<file path="src/rtl/mem_stage.sv">
// mem_stage: MEM pipeline stage with a valid/ready data-memory port and MEM/WB register.
// Optional misaligned-access trap is enabled by defining MEM_MISALIGN_TRAP_EN.
`ifndef DATAWIDTH
`define DATAWIDTH 32
`endif

module mem_stage #(
  parameter int DW = `DATAWIDTH
) (
  input  logic          clk,
  input  logic          rst,
  input  logic          MemRead,
  input  logic          MemWrite,
  input  logic          MemtoReg,
  input  logic          RegWrite,
  input  logic [4:0]    rd,
  input  logic [DW-1:0] ALU_result,
  input  logic [DW-1:0] wr_MemData,
  input  logic [2:0]    funct3,
  output logic          dmem_req_valid,
  input  logic          dmem_req_ready,
  output logic          dmem_we,
  output logic [DW-1:0] dmem_addr,
  output logic [DW-1:0] dmem_wdata,
  output logic [3:0]    dmem_wstrb,
  input  logic          dmem_rsp_valid,
  input  logic [DW-1:0] dmem_rdata,
  output logic          mem_stall,
  output logic          RegWrite_o,
  output logic          MemtoReg_o,
  output logic [4:0]    rd_o,
  output logic [DW-1:0] ALU_result_o,
  output logic [DW-1:0] load_data_o,
  output logic          misalign_o
);

  localparam logic [0:0] IDLE     = 1'b0;
  localparam logic [0:0] WAIT_RSP = 1'b1;

  logic [0:0]    state_q, state_d;
  logic [1:0]    off;
  logic          acc, ld_op, sz_b, sz_h, mis;
  logic          req, st_done, ld_hs, ld_done, done;
  logic [7:0]    b_sel;
  logic [15:0]   h_sel;
  logic [DW-1:0] ld_ext;

  logic          regwrite_q, regwrite_d;
  logic          memtoreg_q, memtoreg_d;
  logic          misalign_q, misalign_d;
  logic [4:0]    rd_q, rd_d;
  logic [DW-1:0] alu_q, alu_d;
  logic [DW-1:0] ldata_q, ldata_d;

  assign off   = ALU_result[1:0];
  assign acc   = MemRead | MemWrite;
  assign ld_op = ~MemWrite;

  // Unsigned byte/half encodings only exist for loads
  always_comb begin
    sz_b = 1'b0;
    sz_h = 1'b0;
    unique case (1'b1)
      (funct3 == 3'b000) || (ld_op && funct3 == 3'b100): sz_b = 1'b1;
      (funct3 == 3'b001) || (ld_op && funct3 == 3'b101): sz_h = 1'b1;
      default: ;
    endcase
  end

`ifdef MEM_MISALIGN_TRAP_EN
  assign mis = acc & ((sz_h & off[0]) |
               (~sz_b & ~sz_h & (off != 2'b00)));
`else
  assign mis = 1'b0;
`endif

  assign req       = (state_q == IDLE) & acc & ~mis;
  assign st_done   = req & MemWrite & dmem_req_ready;
  assign ld_hs     = req & ld_op & dmem_req_ready;
  assign ld_done   = (state_q == WAIT_RSP) & dmem_rsp_valid;
  assign mem_stall = (req & ~st_done) |
                     ((state_q == WAIT_RSP) & ~dmem_rsp_valid);
  assign done      = ~mem_stall;

  assign dmem_req_valid = req;
  assign dmem_we        = req & MemWrite;
  assign dmem_addr      = {ALU_result[DW-1:2], 2'b00};

  always_comb begin
    dmem_wdata = wr_MemData;
    dmem_wstrb = 4'b1111;
    unique case (1'b1)
      sz_b: begin
        dmem_wdata = {4{wr_MemData[7:0]}};
        dmem_wstrb = 4'b0001 << off;
      end
      sz_h: begin
        dmem_wdata = {2{wr_MemData[15:0]}};
        dmem_wstrb = 4'b0011 << {off[1], 1'b0};
      end
      default: ;
    endcase
    if (!dmem_we) dmem_wstrb = 4'b0000;
  end

  assign b_sel = dmem_rdata[{off, 3'b000} +: 8];
  assign h_sel = dmem_rdata[{off[1], 4'b0000} +: 16];

  always_comb begin
    ld_ext = dmem_rdata;
    unique case (1'b1)
      sz_b: ld_ext = funct3[2] ? {24'b0, b_sel}
                               : {{24{b_sel[7]}}, b_sel};
      sz_h: ld_ext = funct3[2] ? {16'b0, h_sel}
                               : {{16{h_sel[15]}}, h_sel};
      default: ;
    endcase
  end

  always_comb begin
    state_d = state_q;
    unique case (state_q)
      IDLE:     if (ld_hs) state_d = WAIT_RSP;
      WAIT_RSP: if (dmem_rsp_valid) state_d = IDLE;
    endcase
  end

  // A stalled edge loads a bubble; data fields simply hold
  always_comb begin
    regwrite_d = done & RegWrite & ~mis;
    memtoreg_d = done & MemtoReg;
    misalign_d = done & mis;
    rd_d       = done ? rd : 5'd0;
    alu_d      = done ? ALU_result : alu_q;
    ldata_d    = ld_done ? ld_ext : (done ? '0 : ldata_q);
  end

  always_ff @(posedge clk) begin
    if (!rst) begin
      state_q    <= IDLE;
      regwrite_q <= 1'b0;
      memtoreg_q <= 1'b0;
      misalign_q <= 1'b0;
      rd_q       <= 5'd0;
      alu_q      <= '0;
      ldata_q    <= '0;
    end else begin
      state_q    <= state_d;
      regwrite_q <= regwrite_d;
      memtoreg_q <= memtoreg_d;
      misalign_q <= misalign_d;
      rd_q       <= rd_d;
      alu_q      <= alu_d;
      ldata_q    <= ldata_d;
    end
  end

  assign RegWrite_o   = regwrite_q;
  assign MemtoReg_o   = memtoreg_q;
  assign misalign_o   = misalign_q;
  assign rd_o         = rd_q;
  assign ALU_result_o = alu_q;
  assign load_data_o  = ldata_q;

endmodule

</file>
<file path="config.mk">
export PLATFORM = sky130hd
export DESIGN_NAME = mem_stage
export DESIGN_NICKNAME = d
export VERILOG_FILES = /design/src/rtl/mem_stage.sv
export SDC_FILE = /design/constraint.sdc
export NUM_CORES = 1
export LEC_CHECK = 0
export CAP_MARGIN = 30
export CORE_UTILIZATION = 39
export CTS_BUF_LIST = sky130_fd_sc_hd__clkbuf_8
export CTS_CLUSTER_DIAMETER = 200
export DETAILED_ROUTE_END_ITERATION = 10
export PLACE_DENSITY = 0.88
export SLEW_MARGIN = 40
export SYNTH_ARGS = -nofsm -noshare
export SYNTH_HDL_FRONTEND = slang
export SYNTH_SLANG_ARGS = --single-unit
</file>
<file path="constraint.sdc">
create_clock -name clk -period 4.95 [get_ports clk]
set_clock_uncertainty 0.2 [all_clocks]
set_input_delay 0.495 -clock clk [delete_from_list [all_inputs] [get_ports clk]]
set_output_delay 0.495 -clock clk [all_outputs]
set_load 0.01 [all_outputs]
</file>
==> results_dict.tcl, run 1 <==
set metrics [dict create \
    cts_tree "yes" \
    layout-drive-gt1-share_pct 6.31 \
    initial_core_util_pct 41.0 \
    p_per_area_nw_per_um2 256 \
    max_freq_mhz 282 \
    maxCapViolations 0 \
    crit_chain "clkdlybuf4s50_1 > o21ba_2 > a21oi_4 > buf_4 > inv_2 > clkdlybuf4s50_1" \
    grt_pass1_wl_um 20200 \
    synthCells 428 \
    ant_nets 0 \
    final.fill_count 738 \
    io-pin-count 255 \
    path_delay_family "buffers and inverters" \
    final_max_slew_viol_count 0 \
    drcViolationCount 10 \
    die_w_um 98.5 \
    worstSkewPairLatency_ns 0.34 \
    coreArea_um2 8850 \
    cts_buffers 9 \
    grt_max_degree 43 \
    dr.first_iter.drc_count 185 \
    relSlewSlack_pct 47.8 \
    p_total_mw 1.57 \
    yosysSeqAreaShare_pct 39.7 \
    ys_types 33 \
    antenna_found_initial 0 \
    crit_buf_inv 4 \
    peakVddDrop_mv 0.213 \
    post_cts_buffers 0 \
    cpPeakStageDelay_ns 0.66 \
    worstPathArrival_ns 2.85 \
    synth_top_area_share_pct 39.7 \
    worstReg2RegStart "state_q" \
    viasPerCell 5.13 \
    syn_avg_cell_area_um2 8.49 \
    syn2layout_area_growth_pct 68.7 \
    min_from "ALU_result_o[0]" \
    hold_path.class "reg2reg" \
    worstMarginPinSlew_ns 0.782 \
    dp_cells 725 \
    drt_pass1_iterations 11 \
    finalHoldViolations 0 \
    synth-edff-count 0 \
    nNetsFinal 741 \
    ys_ff_latch 72 \
    cp.required_ns 4.26 \
    setup_viol 0 \
    setup.worst_path.class "in2out" \
    holdPathEnd "ALU_result_o[0]" \
    synth_warnings 0 \
    worstSetupStartpointType "input port" \
    slowest_stage "clkdlybuf4s50_1" \
    cts_buffer_depth 2 \
    postCtsHoldBufs 0 \
    place_congestion 0.859 \
    first_global_vias 3699 \
    rows 34 \
    wl_per_cell_um 18.0 \
    fin_crit_sh_pct 71.5 \
    portBuffers 251 \
    synth_area_um2 3630 \
    diodes 0 \
    die_height_um 98.5 \
    violations "DRC" \
    crit_top_cell "clkdlybuf4s50_1" \
    synth_area_leaders "dfxtp_1, nand2_1, buf_4" \
    yosysTopAreaCell "dfxtp_1" \
    ctsHtreeMaxLevel 3 \
    fin_crit_ns 3.54 \
    synthFlopType "dfxtp_1" \
    cp_max_fo 40 \
    cts-root-buf "clkbuf_8" \
    worstSetupEndpointType "output pin" \
    gr-total-overflow 0 \
    clk_pin_slew_ns 0.07 \
    grtUsageTotal_pct 26.8 \
    status "complete, but fails checks" \
    die_area_um2 9700 \
    via_count 3808 \
    clock_sink_count 72 \
    final_cells 742 \
    cts-resized-gates 0 \
    hpwl_um 10400 \
    reg2reg_depth 6 \
    synthArstFlopShare_pct 0 \
    wirelength_um 13400 \
    hold_depth 2 \
    p_leak_nw 2.37 \
    rsz0062_at_grt "false" \
    rrSetupSlack_ns 2.22 \
    setup_tns_ns 0 \
    reg2reg_to "load_data_o[17]" \
]
==> routing by layer <==
| layer | vias up | routed length, um | track usage [%] |
|---|---|---|---|
| met3 | 23 | 732 | 4.18 |
| met5 | - | 0 | 0 |
| li1 | 1835 | - | - |
| met1 | 1784 | 5500 | 32.8 |
| met2 | 166 | 6840 | 47.9 |
| met4 | 0 | 316 | 9.64 |
==> worst max path at each step <==
stage               startpoint              end  slack, ns  cells after the start
floorplan             MemWrite   dmem_wdata[10]       2.76                      3
global placement      MemWrite  load_data_o[31]       1.30                      7
detailed placement    MemWrite        mem_stall       1.45                      6
CTS                   MemWrite        mem_stall       1.43                      6
global route          MemWrite        mem_stall       1.33                      6
finish                MemWrite        mem_stall       1.41                      6
==> cell usage after synthesis, types with 4 or more instances <==
library cell,instances
nand2_1,102
dfxtp_1,72
buf_4,43
a21boi_0,31
o21ai_0,27
nor2_1,18
a221o_1,17
clkbuf_1,17
mux2i_1,16
o2bb2ai_1,15
mux2_2,10
nor2b_1,9
a21oi_1,8
and3_1,8
nand3_1,5
buf_2,4
nand3b_1,4
==> flip-flops by register name, summed over array words and instances, names as in the netlist <==
signal        cells
rd_o              5
state_q           1
ALU_result_o     32
MemtoReg_o        1
RegWrite_o        1
load_data_o      32
==> tightest hold or removal path, cell delays in order, from the launching register on <==
cell and delay (ns):
dfxtp_1 0.31, nand2_1 0.05, a21boi_0 0.06
==> cell usage in the layout, fill, tap and decap left out, drive strengths merged, types with 2 or more instances in the layout <==
cell	synthesis	layout
clkdlybuf4s50	0	250
nand2	102	102
dfxtp	72	72
a21boi	32	32
o21ai	27	27
nor2	18	18
a221o	17	17
mux2i	16	16
o2bb2ai	15	15
clkbuf	17	12
mux2	10	10
nor2b	9	9
a21oi	9	9
and3	8	8
buf	52	7
nand3	5	5
nand3b	4	4
conb	1	3
inv	2	3
a21o	2	2
nand2b	2	2
o21a	2	2
bufinv	0	2
nor4	2	2
==> power by group <==
| part | switching, mW | internal (mW) |
|---|---|---|
| registers | 0.0121 | 0.604 |
| clock network | 0.220 | 0.326 |
| logic | 0.178 | 0.226 |
==> through the flow <==
step	util [%]	worst slack (ns)	area, um^2	hold slack (ns)
6_report	69.2	1.41	6130	0.266
5_1_grt	69.2	1.33	6130	0.287
4_1_cts	69.1	1.43	6110	0.267
3_5_place_dp	66.4	1.45	5880	0.253
3_3_place_gp	66.4	1.30	5880	0.250
2_1_floorplan	-	2.76	3640	0.279
==> cells by family (layout without fill, tap and decap cells) <==
kind of cell,after synthesis,in the layout,share of synthesized area [%]
other,1,3,0.103
buffers and inverters,71,275,12.5
and+or+nand+nor,152,152,18.3
muxes,27,27,8.13
AOI/OAI and AO/OA,105,105,21.3
DFF,72,72,39.7
==> layout make-up <==
cell class | count | area, um^2 | share of cell area (%)
timing repair buffer | 257 | 2560 | 41.7
multi-input combinational | 287 | 1750 | 28.5
sequential | 72 | 1440 | 23.5
clock buffer | 12 | 165 | 2.70
tap | 108 | 135 | 2.21
clock inverter | 4 | 73.8 | 1.21
inverter | 2 | 7.51 | 0.123
Note: power is estimated with default switching activity, not from simulation.
==> run 2, diff against run 1 <==
--- a/config.mk
+++ b/config.mk
@@ -6,11 +6,11 @@
 export NUM_CORES = 1
 export LEC_CHECK = 0
 export CAP_MARGIN = 30
-export CORE_UTILIZATION = 39
+export CORE_UTILIZATION = 33
 export CTS_BUF_LIST = sky130_fd_sc_hd__clkbuf_8
 export CTS_CLUSTER_DIAMETER = 200
 export DETAILED_ROUTE_END_ITERATION = 10
-export PLACE_DENSITY = 0.88
+export PLACE_DENSITY = 0.8
 export SLEW_MARGIN = 40
 export SYNTH_ARGS = -nofsm -noshare
 export SYNTH_HDL_FRONTEND = slang
==> constraint.sdc (replaced) <==
create_clock -name clk -period 3 [get_ports clk]
set_clock_uncertainty 0.2 [all_clocks]
set_input_delay 0.3 -clock clk [delete_from_list [all_inputs] [get_ports clk]]
set_output_delay 0.3 -clock clk [all_outputs]
set_load 0.01 [all_outputs]
==> run 2 against run 1 <==
  * First-iteration DRC count fell by 7.0%
  * Non-clock buffer count rose by 8
  * Clock-buffer cell count fell by 3
  * Highest routed layer unchanged
  * Largest cell class unchanged
  * Critical endpoint is now dmem_wdata[11]
  * Routed wire length fell by 2.0%
  * The flow now finishes without violations
==> results_dict.tcl, run 2 (synthesis gave the netlist of run 1 again) <==
set metrics [dict create \
    coreArea_um2 10500 \
    wirelength_um 13100 \
    crit_top_cell "clkdlybuf4s50_1" \
    drt_pass1_iterations 4 \
    p_leak_nw 2.38 \
    worstSkewPairLatency_ns 0.33 \
    grt_pass1_wl_um 19400 \
    worstPathArrival_ns 2.28 \
    peakVddDrop_mv 0.260 \
    cts-root-buf "clkbuf_8" \
    grtUsageTotal_pct 22.2 \
    post_cts_buffers 0 \
    maxCapViolations 0 \
    reg2reg_to "load_data_o[19]" \
    p_per_area_nw_per_um2 392 \
    min_from "ALU_result_o[27]" \
    hold_depth 2 \
    first_global_vias 3601 \
    clk_pin_slew_ns 0.07 \
    place_area_um2 5980 \
    slowest_stage "clkdlybuf4s50_1" \
    drcViolationCount 0 \
    rsz0062_at_grt "false" \
    finalHoldViolations 0 \
    place_congestion 0.826 \
    syn2layout_area_growth_pct 69.9 \
    rows 37 \
    viasPerCell 4.85 \
    setup_viol 0 \
    relSlewSlack_pct 54.2 \
    path_delay_family "buffers and inverters" \
    ant_nets 0 \
    cts_buffers 9 \
    final_common_cell "clkdlybuf4s50_1" \
    rrSetupSlack_ns 0.97 \
    setup_tns_ns 0 \
    crit_buf_inv 3 \
    grt_max_degree 43 \
    crit_chain "clkdlybuf4s50_1 > a21o_1 > nor2_1 > buf_4 > mux2_2 > clkdlybuf4s50_1" \
    hold_path.class "reg2reg" \
    die_w_um 107 \
    via_count 3769 \
    ctsHtreeMaxLevel 3 \
    initial_core_util_pct 34.6 \
    reg2reg_depth 6 \
    die_area_um2 11400 \
    worstSetupStartpointType "input port" \
    holdPathEnd "ALU_result_o[27]" \
    wl_per_cell_um 16.9 \
    final_max_slew_viol_count 0 \
    postCtsHoldBufs 0 \
    cts_buffer_depth 2 \
    dr.first_iter.drc_count 172 \
    layout-drive-gt1-share_pct 7.18 \
    final_cell_area_um2 6170 \
    cpPeakStageDelay_ns 0.57 \
    cts-resized-gates 0 \
    worstMarginPinSlew_ns 0.687 \
    fin_crit_ns 2.78 \
    setup.worst_path.class "in2out" \
    dp_cells 761 \
    whs_ns 0.264 \
    cts_tree "yes" \
    cp_max_fo 8 \
    antenna_found_initial 0 \
    final_cells 777 \
    die_height_um 107 \
    hpwl_um 10500 \
    io-pin-count 255 \
    worstSetupEndpointType "output pin" \
    gr-total-overflow 0 \
    portBuffers 251 \
    max_freq_mhz 360 \
    nNetsFinal 749 \
    mostFrequentLayoutCells "clkdlybuf4s50_1, nand2_1, dfxtp_1" \
    worstReg2RegStart "state_q" \
    fin_crit_sh_pct 92.6 \
    diodes 0 \
    status "complete, no violations" \
    clock_sink_count 72 \
    cp.required_ns 2.50 \
]
run 2: cell types whose count changed in the layout (fill, tap and decap cells not counted), sizes merged:
cell           before  now
inv                 3    2
clkdlybuf4s50     250  251
bufinv              2    1
buf                 7   14
clkinv              1    4
clkinvlp            0    1
clkbuf             12    9
run 2: routing by layer:
| layer | part of all wire [%] | vias to the layer above | routed length [um] | global-route usage, % |
|---|---|---|---|---|
| li1 | - | 1851 | - | - |
| met5 | 0 | - | 0 | 0 |
| met2 | 52 | 122 | 6770 | 39.4 |
| met4 | 0.42 | 0 | 55 | 4.50 |
| met1 | 44 | 1794 | 5710 | 28.1 |
| met3 | 4.5 | 2 | 587 | 3.77 |
run 2: worst reg2reg max path: stages (launching register included):
cell and delay, ns:
dfxtp_1 0.40, o21ba_2 0.21, a21oi_4 0.13, inv_2 0.15
and2_1 0.19, buf_4 0.24, a221o_1 0.39
run 2: report_power, final:
part	leakage (nW)	internal [mW]	switching, mW	total (mW)
combinational	1.70	0.382	0.290	0.672
sequential	0.587	0.997	0.0203	1.02
clock	0.0948	0.376	0.351	0.727
run 2: how the worst max path moves through the flow:
| stage | slack, ns | start | endpoint | cells past startpoint |
|---|---|---|---|---|
| after detailed placement | 0.22 | funct3[2] | dmem_wdata[14] | 6 |
| after global placement | 0.22 | funct3[2] | dmem_wdata[9] | 6 |
| after CTS | 0.22 | funct3[2] | dmem_wdata[11] | 6 |
| after global routing | 0.19 | funct3[2] | dmem_wdata[8] | 6 |
| after floorplan | 1.14 | ALU_result[1] | load_data_o[16] | 6 |
| final | 0.22 | funct3[2] | dmem_wdata[11] | 6 |
run 2: final cells by class:
class                   instances  area (um^2)
clock buffers                   9          124
fillers                       907         4340
inverters                       2         7.51
well taps                     136          170
repair buffers                265         2620
multi-input cells             287         1750
clock inverters                 6         61.3
flip-flops and latches         72         1440
run 2: metrics by stage:
step | setup slack, ns | power (mW) | utilization [%]
finish | 0.223 | 2.42 | 58.7
global route | 0.185 | 2.53 | 58.7
CTS | 0.216 | 2.44 | 58.6
detailed placement | 0.224 | 1.71 | 56.9
global placement | 0.215 | 1.70 | 56.9
floorplan | 1.14 | 1.32 | -
==> run 3, diff against run 2 <==
--- a/config.mk
+++ b/config.mk
@@ -10,8 +10,10 @@
 export CTS_BUF_LIST = sky130_fd_sc_hd__clkbuf_8
 export CTS_CLUSTER_DIAMETER = 200
 export DETAILED_ROUTE_END_ITERATION = 10
+export GPL_ROUTABILITY_DRIVEN = 0
 export PLACE_DENSITY = 0.8
 export SLEW_MARGIN = 40
 export SYNTH_ARGS = -nofsm -noshare
 export SYNTH_HDL_FRONTEND = slang
 export SYNTH_SLANG_ARGS = --single-unit
+export TNS_END_PERCENT = 1
==> results of run 3 <==
No change in the layout: final DEF, timing and power equal those of run 2.
